$ cat src/rtl/pipe_haz_pkg.sv
// Shared types for the pipeline hazard controller: the per-slot instruction
// record, the bubble constant and the slot-count / select-width derivation.
package pipe_haz_pkg;

    // Slot records carry register addresses at this fixed width.
    // Narrower REG_AW values are zero-extended into it.
    localparam int SLOT_AW = 8;

    typedef struct packed {
        logic               valid;
        logic [SLOT_AW-1:0] rd;
        logic               regwrite;
        logic               is_load;
        logic [SLOT_AW-1:0] rs1;
        logic [SLOT_AW-1:0] rs2;
        logic               use1;
        logic               use2;
    } slot_t;

    localparam slot_t SLOT_BUBBLE = '0;

    // Tracker depth: ID/EX, EX/MEM, the extra MEM stages, then MEM/WB.
    function automatic int haz_depth(input int load_lat);
        return load_lat + 2;
    endfunction

    // Width of a forwarding select that can name slots 2..D as values 1..D-1.
    function automatic int haz_fwd_w(input int load_lat);
        return $clog2(load_lat + 2);
    endfunction

endpackage

$ cat src/rtl/haz_slot_tracker.sv
// D-deep shift register of in-flight instruction records. Slot 1 takes
// the ID instruction or a bubble; every other slot advances each cycle.
module haz_slot_tracker
    import pipe_haz_pkg::*;
#(
    parameter int D = 3
) (
    input  logic            clk,
    input  logic            rst,
    input  logic            push,
    input  logic            squash,
    input  slot_t           ins,
    output slot_t [D:1]     slots
);

    // Advance every slot; slot 1 takes the ID record only when it is accepted.
    always_ff @(posedge clk) begin
        if (!rst) begin
            for (int k = 1; k <= D; k++) slots[k] <= SLOT_BUBBLE;
        end else begin
            for (int k = D; k >= 2; k--) slots[k] <= slots[k-1];
            slots[1] <= (push && !squash) ? ins : SLOT_BUBBLE;
        end
    end

endmodule

$ cat src/rtl/pipe_hazard_ctrl.sv
// Pipeline hazard controller: load-use stall, redirect flush and EX operand
// forwarding selects. Optional perf counters behind macro HAZ_PERF_CNT_EN.
module pipe_hazard_ctrl
    import pipe_haz_pkg::*;
#(
    parameter  int LOAD_LAT = 1,
    parameter  int REG_AW   = 5,
    localparam int D        = haz_depth(LOAD_LAT),
    localparam int FWD_W    = haz_fwd_w(LOAD_LAT)
) (
    input  logic              clk,
    input  logic              rst,
    input  logic              id_valid,
    input  logic [REG_AW-1:0] id_rs1,
    input  logic [REG_AW-1:0] id_rs2,
    input  logic              id_use1,
    input  logic              id_use2,
    input  logic [REG_AW-1:0] id_rd,
    input  logic              id_regwrite,
    input  logic              id_is_load,
    input  logic              redirect,
    output logic              stall,
    output logic              flush,
    output logic [FWD_W-1:0]  fwd_a,
    output logic [FWD_W-1:0]  fwd_b,
    output logic [31:0]       stall_cnt,
    output logic [31:0]       flush_cnt
);

    slot_t         id_rec;
    slot_t [D:1]   slots;
    logic          load_use;
    logic          unused_slot_bits;

    // A slot can feed a value only if it really writes a non-zero register.
    function automatic logic is_producer(input slot_t s);
        return s.valid && s.regwrite && (s.rd != '0);
    endfunction

    // Pack the ID instruction into a slot record.
    always_comb begin
        id_rec          = SLOT_BUBBLE;
        id_rec.valid    = id_valid;
        id_rec.rd       = SLOT_AW'(id_rd);
        id_rec.regwrite = id_regwrite;
        id_rec.is_load  = id_is_load;
        id_rec.rs1      = SLOT_AW'(id_rs1);
        id_rec.rs2      = SLOT_AW'(id_rs2);
        id_rec.use1     = id_use1;
        id_rec.use2     = id_use2;
    end

    haz_slot_tracker #(.D(D)) u_tracker (
        .clk    (clk),
        .rst    (rst),
        .push   (id_valid && !stall),
        .squash (redirect),
        .ins    (id_rec),
        .slots  (slots)
    );

    // Load-use: a load still short of MEM/WB cannot feed the ID instruction.
    always_comb begin
        load_use = 1'b0;
        for (int j = 1; j <= LOAD_LAT; j++) begin
            if (is_producer(slots[j]) && slots[j].is_load &&
                ((id_rec.use1 && id_rec.rs1 == slots[j].rd) ||
                 (id_rec.use2 && id_rec.rs2 == slots[j].rd)))
                load_use = 1'b1;
        end
    end

    // A redirect squashes the ID instruction, so it overrides any stall.
    assign stall = id_valid && load_use && !redirect;
    assign flush = redirect;

    // Forward selects: walk oldest to youngest so the youngest match wins.
    always_comb begin
        fwd_a = '0;
        fwd_b = '0;
        for (int j = D; j >= 2; j--) begin
            if (is_producer(slots[j]) && (!slots[j].is_load || j >= LOAD_LAT + 2)) begin
                if (slots[1].valid && slots[1].use1 && slots[1].rs1 == slots[j].rd)
                    fwd_a = FWD_W'(j - 1);
                if (slots[1].valid && slots[1].use2 && slots[1].rs2 == slots[j].rd)
                    fwd_b = FWD_W'(j - 1);
            end
        end
    end

    // Not every record field is consulted in every slot.
    assign unused_slot_bits = ^slots;

`ifdef HAZ_PERF_CNT_EN
    logic [31:0] stall_q;
    logic [31:0] flush_q;

    // Saturating counts of stall and flush cycles.
    always_ff @(posedge clk) begin
        if (!rst) begin
            stall_q <= '0;
            flush_q <= '0;
        end else begin
            if (stall && stall_q != 32'hFFFF_FFFF) stall_q <= stall_q + 32'd1;
            if (flush && flush_q != 32'hFFFF_FFFF) flush_q <= flush_q + 32'd1;
        end
    end

    assign stall_cnt = stall_q;
    assign flush_cnt = flush_q;
`else
    assign stall_cnt = '0;
    assign flush_cnt = '0;
`endif

endmodule

$ cat config.mk
export PLATFORM = sky130hd
export DESIGN_NAME = pipe_hazard_ctrl
export DESIGN_NICKNAME = d
export VERILOG_FILES = /design/src/rtl/pipe_haz_pkg.sv /design/src/rtl/haz_slot_tracker.sv /design/src/rtl/pipe_hazard_ctrl.sv
export SDC_FILE = /design/constraint.sdc
export NUM_CORES = 1
export LEC_CHECK = 0
export CAP_MARGIN = 10
export CORE_MARGIN = 5
export CORE_UTILIZATION = 30
export CTS_BUF_LIST = sky130_fd_sc_hd__clkbuf_4
export CTS_CLUSTER_DIAMETER = 50
export DETAILED_ROUTE_END_ITERATION = 8
export GPL_ROUTABILITY_DRIVEN = 0
export HOLD_SLACK_MARGIN = 0.05
export PLACE_DENSITY = 0.69
export RECOVER_POWER = 25
export SETUP_SLACK_MARGIN = 0.02
export SYNTH_ARGS = -nofsm -noshare
export SYNTH_HDL_FRONTEND = slang
export SYNTH_SLANG_ARGS = --single-unit
$ cat constraint.sdc
create_clock -name clk -period 2.1 [get_ports clk]
set_input_delay 0.525 -clock clk [delete_from_list [all_inputs] [get_ports clk]]
set_output_delay 0.525 -clock clk [all_outputs]
set_load 0.005 [all_outputs]
==> run metrics <==
Max Clock Skew=0.00961 ns; hold slack=roughly 0.45 ns; CP required=1.57 ns; fin. max-slew vios=0; worst stage delay on the critical path=between 0.5 and 0.6 ns; clock buffer depth=2; MaxCap Viol Count=0; worst setup margin=-0.176 ns; Setup CP Type=flop to output port; diodes inserted=0; count leader, synth=buf_4; Worst EP arrival=1.75 ns; Reg clk slew, reported paths=0.10 ns; Root Driver=clkbuf_4; num rows=29; Via density=3.94; Post-Route WL=4030 um; Initial Util=30.9%; CTS tree=yes; drt first pass iters=5; IO buf count=28; failing checks=setup timing; die width=90.9 um; Cells after Synth=roughly 220; biggest regs=u_tracker.slots (35); Largest Register=u_tracker.slots; Post-Layout Cell Count=345; register bit total from synthesis=35; CP Buf/Inv Count=2; Rel. slew slack=around three fifths; clk_lat worst skew=0.33 ns; Die Y=90.9 um; number of synthesized flops with an enable pin=0; CP Capture Type=output port; Placement Cell Area=2200 um2; # IOs=93; Post-synth top cells=buf_4, dfxtp_1, xnor2_1; Layout area overhead=16.2%; hpwl dp=3240 um; fin crit share=108%; placed cells=between 300 and 400; Total GRT Usage=9.44%; pwr/cell area=518 nW/um2; Num CTS Buffers=5; Crit path max-delay family=simple AND/OR/NAND/NOR gates; Yosys cell types=22; top-area cell type share of the netlist area=approximately 36%; RSZ-0062 raised after global routing=true; worst vdd ir=approximately 290 uV; Post-route DRC=0; post-synth top area cell=dfxtp_1; Top FF cell, synth=dfxtp_1; global-route wire length before repair=6380 um; Synth Warn #=0; largest net degree at the start of global routing=36; min cycle time layout=around 2.3 ns; core region area=6350 um2; ANT nets after route=0; crit-path cells=or4_4 -> o2111ai_4 -> nor3_2 -> buf_4 -> buf_6; Power Total=1.18 mW; number of H-tree levels=2; vias in the first global route=~1400; nets=290; Avg Cell Area, Syn=roughly 8.8 um2; Area contributors post-synth=dfxtp_1, buf_4, xnor2_1, a21oi_1, nand3_1; initial antenna violation count=0; Leak=1.03 nW; Vias=between 1000 and 1500; # setup viols final=4; Min-Delay Path Class=primary input to flop; final hold violations=0; Worst Path Max Fanout=2; gr ovfl total=0; Slowest-stage cell, CP=or4_4; DRT iter0 DRCs=56; post-route setup TNS=-0.684 ns; fillers=661; routed length per instance=11.7 um; clock sink count=35; fmax=439 MHz; Die Footprint=8270 um2; Seq/Total Area, Yosys=~36%; layout cells sized above 1=20.1%; Netlist Area Pre-Place=roughly 2000 um2; Async SR Flop Fraction=0%; outcome=complete, but fails checks; Worst Max-Slew Pin Slew=0.584 ns; startpoint class of the critical path=flop; max FFs per register=35; Final Instance Area=approximately 2300 um2
==> cells by family after synthesis <==
family / Yosys count / synth area share [%]
buf+inv: 76 / 26.9
simple gates: 58 / 17.0
flops: 35 / 35.7
xor+xnor: 30 / 13.4
compound gates: 24 / 6.82
other cells: 1 / 0.191
==> final timing paths <==
check	start	cells past startpoint	slack [ns]	end
setup reg to reg	u_tracker.slots[21]	6	0.73	u_tracker.slots[2]
hold / removal	id_rs1[2]	3	0.45	u_tracker.slots[12]
setup / recovery	u_tracker.slots[49]	5	-0.18	fwd_b[0]
hold reg to reg	u_tracker.slots[19]	1	0.49	u_tracker.slots[48]
==> per-stage QoR <==
step,utilization [%],setup WS [ns]
detailed placement,34.7,-0.647
floorplan,-,0.243
CTS,36.2,-0.222
finish,36.0,-0.176
global route,36.0,-0.275
global placement,34.7,-0.613
==> power breakdown <==
part,internal [mW],switching [mW],total [mW]
Combinational,0.0707,0.0861,0.157
Sequential,0.678,0.0136,0.692
Clock,0.137,0.196,0.333
Total,0.886,0.296,1.18
==> routing by layer <==
metal,share of wire [%],vias up,wire length [um],global-route usage (%)
met4,0.92,0,37,3.30
met5,0,-,0,0
met3,7.5,4,303,2.58
met2,53,55,2160,16.9
li1,-,698,-,-
met1,38,604,1540,10.6
==> tightest hold or removal path: stages <==
cell and delay [ns]:
clkbuf_2 0.11, nand3_1 0.07, a21oi_1 0.04
==> layout make-up <==
type	instances	area [um2]	share of cell area (%)
inverter	1	3.75	0.164
multi-input combinational	176	1030	45.2
clock inverter	2	7.51	0.329
sequential	35	707	31.0
clock buffer	6	45.0	1.97
timing repair buffer	48	393	17.2
tap	77	96.3	4.22
==> cell usage in the layout (no fill, tap or decap), drive strengths merged, types with 7 or more instances in the layout <==
master / count
a21oi: 21
and2: 16
buf: 24
clkbuf: 12
clkdlybuf4s50: 9
conb: 64
dfxtp: 35
nand3: 21
nand4: 7
xnor2: 22
xor2: 8
==> repair_timing <==
action	CTS	global route
gates resized for setup	47	17
hold buffers	0	0
pin swaps	10	13
setup endpoints to repair	5	5
cloned	0	0
setup buffers	1	0
Note: power is estimated with default switching activity, not from simulation.
